--- src/rtl/nibble_bist_pkg.sv ---
// Shared types, widths and the reference sum for the nibble-adder self-test.
package nibble_bist_pkg;

  localparam int unsigned OP_W  = 8;
  localparam int unsigned SUM_W = 8;
  localparam int unsigned ERR_W = 9;
  localparam int unsigned CNT_W = 4;
  localparam int unsigned NIB_W = 4;

  localparam logic [OP_W-1:0] LAST_OP = 8'hFF;

  typedef enum logic [1:0] {
    IDLE,
    APPLY,
    CHECK,
    DONE
  } state_t;

  // Snapshot of the first vector that disagreed with the reference
  typedef struct packed {
    logic [OP_W-1:0]  op;
    logic [SUM_W-1:0] sum;
  } fail_rec_t;

  // A in [3:0], B in [7:4]; both zero-extended so no carry is lost
  function automatic logic [SUM_W-1:0] expected_sum(input logic [OP_W-1:0] op);
    return SUM_W'(op[NIB_W-1:0]) + SUM_W'(op[OP_W-1:NIB_W]);
  endfunction

endpackage

--- src/rtl/nibble_sum_ref.sv ---
// Combinational reference adder used by the checker to predict each sum.
module nibble_sum_ref
  import nibble_bist_pkg::*;
(
  input  logic [OP_W-1:0]  op,
  output logic [SUM_W-1:0] sum_c
);

  assign sum_c = expected_sum(op);

endmodule

--- src/rtl/nibble_adder_bist.sv ---
// Sweeps all 256 nibble pairs into the adder, checks each returned sum and
// records the mismatch count plus the first failing vector.
module nibble_adder_bist
  import nibble_bist_pkg::*;
#(
  parameter int unsigned SETTLE_CYCLES = 1
) (
  input  logic             clk,
  input  logic             rst,
  input  logic             start,
  input  logic             abort,
  output logic [OP_W-1:0]  operand_out,
  input  logic [SUM_W-1:0] sum_in,
  output logic             busy,
  output logic             done,
  output logic             pass,
  output logic [ERR_W-1:0] err_count,
  output logic             fail_valid,
  output logic [OP_W-1:0]  first_fail_op,
  output logic [SUM_W-1:0] first_fail_sum
);

  localparam logic [CNT_W-1:0] SETTLE_LAST = CNT_W'(SETTLE_CYCLES - 1);

  state_t           state, state_d;
  logic [CNT_W-1:0] cnt, cnt_d;
  logic [OP_W-1:0]  op_d;
  logic [ERR_W-1:0] err_d;
  logic             fv_d;
  logic             done_d;
  logic             busy_d;
  logic             pass_d;
  fail_rec_t        first_fail, first_fail_d;
  logic [SUM_W-1:0] exp_sum_c;
  logic             mismatch_c;

  nibble_sum_ref u_ref (
    .op    (operand_out),
    .sum_c (exp_sum_c)
  );

  assign mismatch_c     = (sum_in != exp_sum_c);
  assign first_fail_op  = first_fail.op;
  assign first_fail_sum = first_fail.sum;

  // State and result registers
  always_ff @(posedge clk) begin
    if (rst) begin
      state       <= IDLE;
      cnt         <= '0;
      operand_out <= '0;
      err_count   <= '0;
      fail_valid  <= 1'b0;
      first_fail  <= '0;
      done        <= 1'b0;
      busy        <= 1'b0;
      pass        <= 1'b0;
    end else begin
      state       <= state_d;
      cnt         <= cnt_d;
      operand_out <= op_d;
      err_count   <= err_d;
      fail_valid  <= fv_d;
      first_fail  <= first_fail_d;
      done        <= done_d;
      busy        <= busy_d;
      pass        <= pass_d;
    end
  end

  // Next-state and next-result logic; abort outranks start while busy
  always_comb begin
    state_d      = state;
    cnt_d        = cnt;
    op_d         = operand_out;
    err_d        = err_count;
    fv_d         = fail_valid;
    first_fail_d = first_fail;
    done_d       = done;

    case (state)
      IDLE, DONE: begin
        if (start) begin
          op_d         = '0;
          err_d        = '0;
          fv_d         = 1'b0;
          first_fail_d = '0;
          cnt_d        = '0;
          done_d       = 1'b0;
          state_d      = APPLY;
        end
      end

      APPLY: begin
        if (abort) begin
          cnt_d   = '0;
          state_d = IDLE;
        end else if (cnt == SETTLE_LAST) begin
          cnt_d   = '0;
          state_d = CHECK;
        end else begin
          cnt_d = cnt + CNT_W'(1);
        end
      end

      CHECK: begin
        if (abort) begin
          state_d = IDLE;
        end else begin
          if (mismatch_c) begin
            err_d = err_count + ERR_W'(1);
            if (!fail_valid) begin
              fv_d             = 1'b1;
              first_fail_d.op  = operand_out;
              first_fail_d.sum = sum_in;
            end
          end
          if (operand_out == LAST_OP) begin
            done_d  = 1'b1;
            state_d = DONE;
          end else begin
            op_d    = operand_out + OP_W'(1);
            state_d = APPLY;
          end
        end
      end

      default: state_d = IDLE;
    endcase

    busy_d = (state_d == APPLY) || (state_d == CHECK);
    pass_d = done_d && (err_d == '0);
  end

endmodule

--- config.mk ---
export PLATFORM = sky130hd
export DESIGN_NAME = nibble_adder_bist
export DESIGN_NICKNAME = d
export VERILOG_FILES = /design/src/rtl/nibble_bist_pkg.sv /design/src/rtl/nibble_sum_ref.sv /design/src/rtl/nibble_adder_bist.sv
export SDC_FILE = /design/constraint.sdc
export NUM_CORES = 1
export LEC_CHECK = 0
export CAP_MARGIN = 10
export CELL_PAD_IN_SITES_DETAIL_PLACEMENT = 0
export CELL_PAD_IN_SITES_GLOBAL_PLACEMENT = 1
export CORE_MARGIN = 2
export CORE_UTILIZATION = 35
export CTS_BUF_LIST = sky130_fd_sc_hd__clkbuf_2
export DETAILED_ROUTE_END_ITERATION = 10
export GPL_ROUTABILITY_DRIVEN = 0
export PLACE_DENSITY_LB_ADDON = 0.3
export SYNTH_ARGS = -nofsm -noshare
export SYNTH_HDL_FRONTEND = slang
export SYNTH_SLANG_ARGS = --single-unit
--- constraint.sdc ---
create_clock -name clk -period 2.3 [get_ports clk]
set_input_delay 0.575 -clock clk [delete_from_list [all_inputs] [get_ports clk]]
set_output_delay 0.575 -clock clk [all_outputs]
set_load 0.02 [all_outputs]
==> impl_metrics.json <==
{
  "status": "finished with violations",
  "violations": "setup timing",
  "utilization_pct": 54.4,
  "grt_max_degree": 17,
  "fillers": 615,
  "numPortBuffers": 48,
  "die_y_um": 84.2,
  "fin_crit_ns": 2.47,
  "critPathRequiredTime_ns": 2.64,
  "initial_core_util_pct": 35.9,
  "cp-start-kind": "flip-flop",
  "leakage_nw": 1.33,
  "post-place-cells": 408,
  "cts.sinks": 43,
  "grt_util_all_layers_pct": 18.6,
  "syn_area_sq_um": 2250,
  "clkLatencyLatePin_ns": 0.44,
  "hold_depth": 2,
  "ys_ff_latch": 43,
  "dieArea_sq_um": 7090,
  "reg2reg_depth": 10,
  "synthCells": 249,
  "finalHoldWorstSlack_ns": 0.504,
  "syn-num-nets": 272,
  "wirelength_um": 6570,
  "area_growth_pct": 51.5,
  "first_global_vias": 2232,
  "cap_violations": 0,
  "critPathKind": "reg -> reg",
  "slew_headroom_pct": 71.9,
  "design_area_sq_um": 3410,
  "rsz0062_at_grt": "true",
  "setup_slack_ns": -0.171,
  "synth_edf_count": 0,
  "hpwl_um": 4630,
  "antenna_found_initial": 0,
  "avgSynthCellArea_sq_um": 9.04,
  "maxSlewViolCount": 0,
  "synth.distinct_cells": 54,
  "finClkSkew_ns": 0.0316,
  "finalSetupTns_ns": -1.66,
  "avgRoutedWirePerCell_um": 15.5,
  "tightestPinTransition_ns": 0.417,
  "ys_seq_area_share_pct": 38.2,
  "grt_pass1_wl_um": 10700,
  "std_cell_rows": 29,
  "cts_tree": "done",
  "hold_class": "reg -> reg",
  "final-setup-viol-count": 20,
  "via_per_inst": 5.30,
  "layout.cells.non_filler": 423,
  "htreeDepth": 2,
  "clock-root-buffer": "clkbuf_2",
  "drc_errors": 0,
  "post-place-ws_ns": -0.410,
  "ctsLongestPathBuffers": 2,
  "finalHoldViolations": 0,
  "coreArea_sq_um": 6280,
  "synth-async-reset-ratio_pct": 0,
  "num-nets-final": 368,
  "clk_pin_slew_ns": 0.24,
  "fmax_mhz": 405,
  "route.vias.total": 2242,
  "dpl_cell_area_sq_um": 3160,
  "crit_path_end_kind": "flip-flop",
  "gr-total-overflow": 0,
  "report.power.total_mw": 2.40,
  "final_common_cell": "clkdlybuf4s50_1",
  "cts_buffers": 5,
  "ir_drop_v": 0.000412,
  "power.density_nw_per_um2": 703,
  "drive_gt1_share_pct": 26.6,
  "pin_count": 49,
  "dr.pass1.iters": 5,
  "ant_nets": 0,
  "ys_warn_count": 0,
  "antenna_cells_inserted": 0,
  "die_w_um": 84.2,
  "dr.first_iter.drc_count": 143,
  "final_cell_mix": "clkdlybuf4s50_1, buf_4, dfxtp_1",
  "final.period_utilization_pct": 107,
  "cp_max_fo": 4,
  "cp.arrival_ns": 2.81,
  "cts_hold_buf": 0,
  "synth_top_flop_cell": "dfxtp_1"
}
Yosys cell counts, types with 3 or more instances:
library cell | instances | area (sq um)
inv_1 | 10 | 37.5
a22o_2 | 3 | 30.0
a31oi_1 | 4 | 25.0
o211ai_1 | 5 | 37.5
and3_1 | 7 | 43.8
nand4_1 | 7 | 43.8
dfxtp_1 | 43 | 861
o21ai_0 | 11 | 55.1
xnor2_1 | 4 | 35.0
nor2b_1 | 6 | 37.5
xor2_1 | 9 | 78.8
nand2_1 | 18 | 67.6
ha_1 | 10 | 125
nand3_1 | 8 | 40.0
a21boi_0 | 3 | 22.5
nor2_1 | 28 | 105
a22o_1 | 13 | 114
a21oi_1 | 15 | 75.1
flip-flops by register name, summed over array words and instances, names as in the netlist:
register and count:
err_count 9, first_fail_op 8, first_fail_sum 8, operand_out 8
cnt 4, state 2, busy 1, done 1
fail_valid 1, pass 1
power breakdown:
group          switching, mW  leakage, nW  internal [mW]
registers             0.0376        0.351          0.797
logic                  0.586        0.941          0.519
clock network          0.271       0.0392          0.188
total                  0.895         1.33           1.50
worst max-delay path: stages, from the launching register on:
cell and delay (ns):
dfxtp_4 0.41, ha_4 0.16, fa_2 0.37, nand3_2 0.10
and3_4 0.21, o211ai_4 0.10, buf_6 0.14, o2111a_1 0.24
a221oi_2 0.21, o211ai_1 0.15, nor4_1 0.27
repair_timing:
action	4_1_cts	5_1_grt
gates resized for setup	8	19
setup buffers	4	3
setup endpoints to repair	22	25
cloned	1	0
pin swaps	7	21
final cells by class:
| cell class | instances | area [sq um] | area share [%] |
|---|---|---|---|
| clock buffers | 6 | 30.0 | 0.880 |
| clock inverters | 2 | 37.5 | 1.10 |
| inverters | 10 | 37.5 | 1.10 |
| multi-input cells | 190 | 1430 | 41.9 |
| flip-flops and latches | 43 | 875 | 25.6 |
| well taps | 77 | 96.3 | 2.82 |
| repair buffers | 95 | 906 | 26.5 |
layer usage:
layer  vias up  routed length, um  GRT usage [%]
met3         5                256           3.05
met4         0                 50           5.72
li1       1105                  -              -
met5         -                  0              0
met2        42               3140           28.9
met1      1090               3120           26.6
final timing paths:
path / start / endpoint / slack [ns]
worst max-delay path: operand_out[0] / pass / -0.17
worst min-delay path: cnt[1] / cnt[1] / 0.50
worst max register to register: operand_out[0] / pass / -0.17
worst min register to register: cnt[1] / cnt[1] / 0.50
cells by family after synthesis:
logic type	synth area share, %
mux	0.444
buf+inv	3.28
flops	38.2
xor+xnor	5.06
fa+ha+maj	6.44
compound gates	25.4
simple gates	21.2
(Power assumes the default switching activity.)
